--- src/rtl/iq_sample_merger.sv ---
// rtl/iq_sample_merger.sv - merges interleaved I_lo/I_hi/Q_lo/Q_hi bytes into signed I/Q samples
module iq_sample_merger #(
  parameter int WIDTH      = 16,
  parameter int OFFSET_BIN = 1,
  parameter int TIMEOUT    = 255
) (
  input  logic             clk,
  input  logic             rst,
  input  logic             enable_i,
  input  logic [7:0]       byte_i,
  input  logic             byte_valid_i,
  input  logic             sync_i,
  output logic [WIDTH-1:0] i_o,
  output logic [WIDTH-1:0] q_o,
  output logic             merge_finished_o,
  output logic             start_o,
  output logic [7:0]       resync_cnt_o
);

  typedef enum logic [1:0] {
    S_ILO = 2'd0,
    S_IHI = 2'd1,
    S_QLO = 2'd2,
    S_QHI = 2'd3
  } state_t;

  localparam logic [7:0]  TIMEOUT_LAST = 8'(TIMEOUT - 1);
  localparam logic [15:0] MSB_FLIP     = (OFFSET_BIN != 0) ? 16'h8000 : 16'h0000;

  state_t      state;
  state_t      state_next;
  logic [7:0]  ilo_q;
  logic [7:0]  ihi_q;
  logic [7:0]  qlo_q;
  logic [7:0]  qhi_q;
  logic [7:0]  idle_cnt;
  logic        pending;
  logic        accept;
  logic        resync;
  logic        timeout_hit;
  logic        frame_done;
  logic        drop_counted;
  logic [15:0] i_word;
  logic [15:0] q_word;

  assign accept       = byte_valid_i & enable_i;
  assign resync       = accept & sync_i & (state != S_ILO);
  assign timeout_hit  = enable_i & ~accept & (state != S_ILO) & (idle_cnt == TIMEOUT_LAST);
  assign frame_done   = accept & ~sync_i & (state == S_QHI);
  assign drop_counted = resync | timeout_hit;
  assign i_word       = {ihi_q, ilo_q} ^ MSB_FLIP;
  assign q_word       = {qhi_q, qlo_q} ^ MSB_FLIP;

  always_ff @(posedge clk) begin
    if (rst) begin
      state <= S_ILO;
    end else begin
      state <= state_next;
    end
  end

  // A sync-flagged byte always restarts the frame, whatever state we were in.
  always_comb begin
    state_next = state;
    if (!enable_i) begin
      state_next = S_ILO;
    end else if (accept) begin
      if (sync_i) begin
        state_next = S_IHI;
      end else begin
        case (state)
          S_ILO:   state_next = S_IHI;
          S_IHI:   state_next = S_QLO;
          S_QLO:   state_next = S_QHI;
          default: state_next = S_ILO;
        endcase
      end
    end else if (timeout_hit) begin
      state_next = S_ILO;
    end
  end

  always_ff @(posedge clk) begin
    if (rst) begin
      ilo_q <= 8'h00;
      ihi_q <= 8'h00;
      qlo_q <= 8'h00;
      qhi_q <= 8'h00;
    end else if (accept) begin
      if (sync_i || state == S_ILO) begin
        ilo_q <= byte_i;
      end else if (state == S_IHI) begin
        ihi_q <= byte_i;
      end else if (state == S_QLO) begin
        qlo_q <= byte_i;
      end else begin
        qhi_q <= byte_i;
      end
    end
  end

  always_ff @(posedge clk) begin
    if (rst) begin
      idle_cnt <= 8'h00;
    end else if (!enable_i || accept || state == S_ILO || timeout_hit) begin
      idle_cnt <= 8'h00;
    end else begin
      idle_cnt <= idle_cnt + 8'h01;
    end
  end

  always_ff @(posedge clk) begin
    if (rst) begin
      resync_cnt_o <= 8'h00;
    end else if (drop_counted && resync_cnt_o != 8'hFF) begin
      resync_cnt_o <= resync_cnt_o + 8'h01;
    end
  end

  // Completed frame is staged one cycle so a falling enable can still cancel it.
  always_ff @(posedge clk) begin
    if (rst) begin
      pending          <= 1'b0;
      i_o              <= '0;
      q_o              <= '0;
      merge_finished_o <= 1'b0;
      start_o          <= 1'b0;
    end else if (!enable_i) begin
      pending          <= 1'b0;
      merge_finished_o <= 1'b0;
      start_o          <= 1'b0;
    end else begin
      pending          <= frame_done;
      merge_finished_o <= pending;
      if (pending) begin
        i_o     <= WIDTH'(i_word);
        q_o     <= WIDTH'(q_word);
        start_o <= 1'b1;
      end
    end
  end

endmodule

--- config.mk ---
export PLATFORM = sky130hd
export DESIGN_NAME = iq_sample_merger
export DESIGN_NICKNAME = d
export VERILOG_FILES = /design/src/rtl/iq_sample_merger.sv
export SDC_FILE = /design/constraint.sdc
export NUM_CORES = 1
export LEC_CHECK = 0
export BUFFER_PORTS_ARGS = -buffer_cell sky130_fd_sc_hd__buf_4
export CELL_PAD_IN_SITES_DETAIL_PLACEMENT = 1
export CELL_PAD_IN_SITES_GLOBAL_PLACEMENT = 1
export CORE_MARGIN = 2
export CORE_UTILIZATION = 45
export DETAILED_ROUTE_END_ITERATION = 8
export PLACE_DENSITY = 0.94
export SLEW_MARGIN = 20
export SYNTH_ARGS = -nofsm -noshare
export SYNTH_HDL_FRONTEND = slang
export SYNTH_SLANG_ARGS = --single-unit
--- constraint.sdc ---
create_clock -name clk -period 2.7 [get_ports clk]
set_input_delay 0.405 -clock clk [delete_from_list [all_inputs] [get_ports clk]]
set_output_delay 0.405 -clock clk [all_outputs]
set_load 0.1 [all_outputs]
After elaboration in Yosys (flattened, before gate mapping)
Index checks and enable logic that the tools add are counted.

word-level totals
  register bits = 85
  input port bits = 13
  output and inout port bits = 42
  word-level logic and storage cells = 56

cells by class
  add/subtract/negate cells = 2
  eq/ne operators = 5
  mux-type cells = 4
  bitwise gates (word level) = 17
  reductions and logical operators = 16

operators with widths
  cell                                           number
  adder 8 x 1 -> 8 bit, second input constant    2
  AND 1 bit                                      8
  == test 8 bit, second input constant           1
  inequality test 8 bit, second input constant   1
  NOT 1 bit                                      8
  AND reduction 4 bit                            2
  2-to-1 mux 2 bit                               3
  case mux 2 bit (3 select lines)                1
  == test 2 bit, second input constant           2
  logical OR 1 bit                               4
  AND reduction 2 bit                            2
  nonzero test 2 bit                             2
  OR reduction 2 bit                             2
  AND reduction 3 bit                            1
  == test 2 x 1 -> 1 bit, second input constant  1
  zero test 2 bit                                1
  logical AND 1 bit                              1
  zero test 1 bit                                1
  bitwise OR 1 bit                               1

Depth between registers and ports, before layout
Gate-level depths: netlist of run 1.

  depth in word-level cells = 7
  gate-level depth with buffers = 8
  depth with buffers taken out = 6

Worst setup path before layout of run 1
No wires, ideal clock.

  kind = flip-flop to flip-flop
  start = register resync_cnt_o[3]
  end = register resync_cnt_o[7]
  setup time = 0.121 ns
  data arrival time = 2.200 ns
  required time = 2.579 ns
  path slack = 0.380 ns
  cell stages (with the launch flop) = 5
  buffers on the path = 0
  clock period less this slack = 2.320 ns
  cells stage by stage = dfxtp_1 > nand4_1 > or2_2 > a211oi_1 > mux2_2

between the ends
  word-level cells in the longest chain between the ends = 2
  elaborated cells on any way between the ends = 3
  those cells by class = 1 x add/sub; 1 x eq/ne; 1 x reduce/logical

RTL lines
  item                                                                          line  RTL
  from (decl)                                                                   17    output logic [7:0] resync_cnt_o
  from (signal assigned)                                                        116   resync_cnt_o <= resync_cnt_o + 8'h01;
  parallel branches: the longest is 2 deep, another holds adder 8 x 1 -> 8 bit  -

Several ways; the timed one is not identified.
A chain may end at the register's enable or synchronous reset.

Final worst setup path of run 1
  start = register state[0]
  end = register qlo_q[0]

between the ends
  word-level cells in the longest chain between the ends = 4
  elaborated cells on any way between the ends = 7
  those cells by class = 2 x eq/ne; 2 x bitwise; 3 x reduce/logical

RTL lines
  item                               line  RTL
  from (decl)                        30    state_t state;
  from (signal assigned)             58    state <= state_next;
  zero test 2 bit                    90    if (sync_i || state == S_ILO) begin
  logical OR 1 bit                   90
  NOT 1 bit (no line)                -
  AND reduction 4 bit (no line) (*)  -
  to (signal assigned)               95    qlo_q <= byte_i;
  to (decl)                          34    logic [7:0] qlo_q;

Every way passes the cells marked *; elsewhere a longest branch is shown, timed or not.

==> results of run 1 <==
[final cells by class]
type,instances,area [um^2]
Fill cell,846,3186
Clock inverter,7,97.59
Tap cell,99,123.9
Timing Repair Buffer,58,435.4
Multi-Input combinational cell,259,1485
Inverter,6,22.52
Clock buffer,9,123.9
Sequential cell,85,1702
[cells in the final DEF, fill, tap and decap left out, types with 2 or more instances in the layout]
cell / instances
a21oi_1: 45
nand3_1: 16
o21ai_0: 3
and3_1: 2
dfxtp_1: 85
nor2_1: 41
or4_1: 3
inv_1: 6
o31ai_1: 3
buf_4: 58
nand2_1: 77
nand3b_1: 3
xnor2_1: 3
xor2_1: 3
ha_1: 7
clkbuf_8: 9
bufinv_16: 2
clkinvlp_4: 2
mux2i_1: 24
nor2b_1: 4
a211oi_1: 4
[worst paths after layout]
| path | start | end | slack (ns) | cells after the start |
|---|---|---|---|---|
| setup / recovery | state[0] | qlo_q[0] | 0.39 | 6 |
| hold / removal | byte_i[6] | qlo_q[6] | 0.33 | 3 |
| setup reg to reg | state[0] | qlo_q[0] | 0.39 | 6 |
| hold reg to reg | qhi_q[7] | q_o[15] | 0.45 | 1 |
[routing by layer]
layer / vias up / routed length (um) / track usage [%]
li1: 1343 / - / -
met1: 1350 / 3807 / 26.72
met2: 64 / 4918 / 42.87
met3: 20 / 285 / 3.772
met4: 0 / 200 / 10.64
met5: - / 0 / 0
[critical path, stage by stage, from the launching register on]
cell and delay, ns:
dfxtp_1 0.45, inv_1 0.12, ha_1 0.30, and4bb_2 0.48, nand3b_1 0.45, mux2i_1 0.33
nor2_1 0.06
[kinds of logic (layout without fill, tap and decap cells)]
logic type | count (synthesis) | after routing | synth area share, %
xor gates and xnor gates | 6 | 6 | 1.590
and+or+nand+nor | 159 | 159 | 21.92
buffers and inverters | 27 | 80 | 3.596
muxes | 26 | 26 | 7.948
adders and majority gates | 7 | 7 | 2.649
DFF | 85 | 85 | 51.48
AOI/OAI and AO/OA | 61 | 61 | 10.83
[flip-flops by register name, indices dropped and copies added, names as in the netlist]
name	count
start_o	1
ihi_q	8
ilo_q	8
qhi_q	8
state	2
merge_finished_o	1
q_o	16
resync_cnt_o	8
qlo_q	8
i_o	16
pending	1
idle_cnt	8
[stage by stage]
stage	worst slack [ns]	hold slack (ns)	instance area, um^2	instances	power (mW)
after floorplan	0.3797	0.4128	3306	371	1.342
final	0.3919	0.3270	3990	523	2.369
after global placement	0.7218	0.4160	3769	507	1.373
after detailed placement	0.5394	0.4383	3769	507	1.378
after CTS	0.4351	0.3191	3990	523	2.376
after global routing	0.2752	0.3291	3990	523	2.450
[power groups by stage]
stage / Clock, mW / Combinational (mW) / Sequential [mW]
finish: 1.02 / 0.0863 / 1.27
global route: 1.09 / 0.0924 / 1.27
CTS: 1.02 / 0.0852 / 1.27
detailed placement: 0 / 0.0827 / 1.30
global placement: 0 / 0.0788 / 1.29
floorplan: 0 / 0.0489 / 1.29
==> impl_metrics.csv, run 1 <==
group,metric,value,unit
status,status,"finished clean",
clock_tree,htreeDepth,3,
logic_synthesis,synth.distinct_cells,42,
detailed_routing,num_vias,2777,
place,hpwl,5989,um
detailed_routing,post_drt_via_cell_ratio,5.310,
sta,slew_headroom,52.65,%
grt,grt_max_degree,40,
logic_synthesis,yosysWarnings,0,
logic_synthesis,synth_common_cells,"dfxtp_1 (85), nand2_1 (77), a21oi_1 (45)",
logic_synthesis,yosysMostFrequentCell,"dfxtp_1",
detailed_routing,wl_per_cell,17.61,um
logic_synthesis,synthFlopType,"dfxtp_1",
clock_tree,ctsHoldBuffers,0,
logic_synthesis,synth-seq-cells,85,
setup_path,required,2.95,ns
logic_synthesis,syn_avg_cell_area,8.910,um^2
power,leakagePower,1.558,nW
setup_path,path_class,"register to register",
clock_tree,clockBufferDepth,2,
power,p_clk_share,42.9,%
clock_tree,cts_buffers,9,
detailed_routing,ant_nets,0,
sta,hold_violations,0,
cells_and_area,antenna_cells,0,
die,die_width,89.71,um
cells_and_area,area_growth,20.70,%
clock_tree,path_clk_slew,0.10,ns
sta,fin_crit,2.308,ns
power,sw_frac_of_total,23.43,%
detailed_routing,routed_wl,9212,um
detailed_routing,dr.pass1.iters,4,
clock_tree,cts-resized-gates,0,
cells_and_area,fin_nets,439,
detailed_routing,drtIter0Drc,144,
clock_tree,cts_root_buffer,"clkbuf_8",
grt,grt_usage,23.41,%
clock_tree,clkLatencyLatePin,0.37,ns
die,die_y,89.71,um
logic_synthesis,synth_area,0.003306,mm^2
clock_tree,cts_sinks,85,
die,start_util,46.07,%
power,p_sw,555.1,uW
logic_synthesis,ys_top_cells_by_area,"dfxtp_1 (51%), nand2_1 (8.7%), mux2i_1 (7.3%)",
power,vdd_drop_max,0.0004183,V
logic_synthesis,syn_nets,391,
power,p_int,1.814,mW
cells_and_area,drive_gt1_share,20.05,%
power,p_comb_share,3.6,%
die,num_rows,31,
logic_synthesis,synth_top_area_share,51.48,%
sta,drv_slew,0,
sta,tns,0,ns
sta,period_share,85.48,%
grt,overflow,0,
power,seqPwrFrac,53.5,%
logic_synthesis,async_reset_ff_share,0,%
setup_path,critPathArrivalTime,2.56,ns
logic_synthesis,yosysTopAreaCell,"dfxtp_1",
cells_and_area,final_core_util,55.61,%
grt,grt_first_pass_wirelength,15150,um
grt,antenna_found_initial,0,
place,port_buffers,54,
sta,rsz0062_at_grt,"false",
setup_path,critPathMaxFanout,11,
job,max-cap-violations,0,
clock_tree,cts_setup_buffers,0,
die,io_pins,55,
sta,worst_clock_skew,0.01070,ns
logic_synthesis,yosysSeqAreaShare,51.48,%
sta,max_freq,433.3,MHz
power,power-per-cell-area,593.7,mW/mm^2
detailed_routing,drcViolationCount,0,
die,dieArea,0.008048,mm^2
logic_synthesis,synthCells,371,
place,gp_congestion,0.7814,
die,core-area,0.007176,mm^2
setup_path,cp-start-kind,"register",
sta,setup_viol,0,
logic_synthesis,synth_edf_count,0,
setup_path,end_kind,"register",
clock_tree,tritoncts,"done",
sta,worst_pin_slew,0.7082,ns
hold_path,hold_class,"primary input to register",
grt,grt_pass1_vias,2954,
(Power assumes the default switching activity.)
==> run 2, diff against run 1 <==
--- a/config.mk
+++ b/config.mk
@@ -8,7 +8,7 @@
 export BUFFER_PORTS_ARGS = -buffer_cell sky130_fd_sc_hd__buf_4
 export CELL_PAD_IN_SITES_DETAIL_PLACEMENT = 1
 export CELL_PAD_IN_SITES_GLOBAL_PLACEMENT = 1
-export CORE_MARGIN = 2
+export CORE_MARGIN = 3
 export CORE_UTILIZATION = 45
 export DETAILED_ROUTE_END_ITERATION = 8
 export PLACE_DENSITY = 0.94
==> impl_metrics.csv, run 2 (synthesis results as in run 1) <==
group,metric,value,unit
clock_tree,tritoncts,"done",
die,die_y,91.71,um
grt,overflow,0,
grt,grt_first_pass_wirelength,14360,um
die,core-area,0.006944,mm^2
grt,grt_pass1_vias,2838,
power,p_int,1.747,mW
sta,period_share,82.11,%
die,start_util,47.60,%
place,dp_cells,504,
sta,tns,0,ns
status,status,"finished clean",
cells_and_area,final_cells,520,
power,vdd_drop_max,0.0002877,V
detailed_routing,num_vias,2772,
die,dieArea,0.008411,mm^2
setup_path,cp_cell_sequence,"inv_1 > ha_1 > and4bb_2 > nand3b_1 > mux2i_1 > nor2_1",
clock_tree,clockBufferDepth,2,
setup_path,critPathMaxFanout,11,
cells_and_area,area_growth,20.17,%
power,p_comb_share,3.8,%
grt,antenna_found_initial,0,
cells_and_area,antenna_cells,0,
cells_and_area,drive_gt1_share,20.05,%
power,p_clk_share,40.7,%
clock_tree,cts_root_buffer,"clkbuf_8",
sta,rsz0062_at_grt,"false",
cells_and_area,fin_nets,439,
sta,holdWs,0.3323,ns
power,power-per-cell-area,573.9,mW/mm^2
die,io_pins,55,
setup_path,path_class,"register to register",
clock_tree,cts_setup_buffers,0,
cells_and_area,reg_top3,"i_o x16, q_o x16",
sta,drv_slew,0,
grt,grt_max_degree,41,
job,max-cap-violations,0,
sta,max_freq,451.1,MHz
sta,fin_crit,2.217,ns
clock_tree,cts-resized-gates,0,
power,seqPwrFrac,55.5,%
setup_path,critPathArrivalTime,2.46,ns
setup_path,max_stage_delay,0.47,ns
sta,worst_pin_slew,0.6500,ns
setup_path,required,2.94,ns
place,port_buffers,54,
clock_tree,cts_sinks,85,
hold_path,hold_class,"primary input to register",
setup_path,end_kind,"register",
sta,hold_violations,0,
cells_and_area,layout_commonest_cell,"dfxtp_1",
grt,grt_usage,21.47,%
setup_path,cp-start-kind,"register",
die,die_width,91.71,um
cells_and_area,most-common-layout-cells,"dfxtp_1 (85), nand2_1 (77), buf_4 (58)",
setup_path,critPathSlowestCell,"and4bb_2",
clock_tree,cts_buffers,9,
detailed_routing,wl_per_cell,16.95,um
detailed_routing,drtIter0Drc,124,
die,num_rows,30,
power,leakagePower,1.547,nW
clock_tree,path_clk_slew,0.09,ns
place,hpwl,5886,um
power,sw_frac_of_total,23.37,%
clock_tree,htreeDepth,3,
detailed_routing,dr.pass1.iters,4,
detailed_routing,post_drt_via_cell_ratio,5.331,
detailed_routing,drcViolationCount,0,
sta,worst_clock_skew,0.01322,ns
place,gp_congestion,0.8200,
detailed_routing,routed_wl,8816,um
sta,setup_viol,0,
power,p_sw,532.9,uW
clock_tree,ctsHoldBuffers,0,
clock_tree,clkLatencyLatePin,0.36,ns
sta,slew_headroom,56.54,%
cells_and_area,fill_cells,825,
detailed_routing,ant_nets,0,
[run 2: metrics by stage]
| stage | worst slack [ns] | instance area, um^2 | power, mW | util (%) |
|---|---|---|---|---|
| 6_report | 0.4831 | 3973 | 2.280 | 57.21 |
| 5_1_grt | 0.3239 | 3973 | 2.353 | 57.21 |
| 4_1_cts | 0.4923 | 3973 | 2.295 | 57.21 |
| 3_5_place_dp | 0.5323 | 3765 | 1.377 | 54.22 |
| 3_3_place_gp | 0.7209 | 3765 | 1.373 | 54.22 |
| 2_1_floorplan | 0.3797 | 3306 | 1.342 | - |
[run 2: final timing paths]
check,startpoint,to,slack [ns],cells after the start
setup / recovery,state[0],qlo_q[0],0.48,6
hold / removal,byte_i[4],qlo_q[4],0.33,3
setup reg to reg,state[0],qlo_q[0],0.48,6
hold reg to reg,qhi_q[7],q_o[15],0.45,1
[run 2: metal layers]
| metal | part of all wire, % | track usage [%] | wire length (um) |
|---|---|---|---|
| met4 | 2.8 | 10.02 | 247 |
| met2 | 51 | 37.13 | 4467 |
| met3 | 3.2 | 3.363 | 282 |
| met5 | 0 | 0 | 0 |
| met1 | 43 | 26.10 | 3818 |
[run 2: power groups by stage]
stage | registers [mW] | clock network (mW) | logic, mW
2_1_floorplan | 1.29 | 0 | 0.0489
3_3_place_gp | 1.29 | 0 | 0.0788
3_5_place_dp | 1.30 | 0 | 0.0819
4_1_cts | 1.27 | 0.942 | 0.0864
5_1_grt | 1.27 | 0.993 | 0.0933
6_report | 1.27 | 0.927 | 0.0865
[run 2: critical path, delay by kind of cell (launching register included)]
kind                     cells  cell delay [ns]
buffers and inverters        1             0.10
multiplexers                 1             0.33
AND/OR/NAND/NOR              3             0.98
adder cells (fa/ha/maj)      1             0.30
flip-flops                   1             0.40
[run 2: final cells by class]
| type | count | area [um^2] | area share (%) |
|---|---|---|---|
| tap | 96 | 120.1 | 3.024 |
| clock buffer | 10 | 137.6 | 3.465 |
| inverter | 6 | 22.52 | 0.5669 |
| clock inverter | 6 | 70.07 | 1.764 |
| multi-input combinational | 259 | 1485 | 37.39 |
| timing repair buffer | 58 | 435.4 | 10.96 |
| sequential | 85 | 1702 | 42.83 |
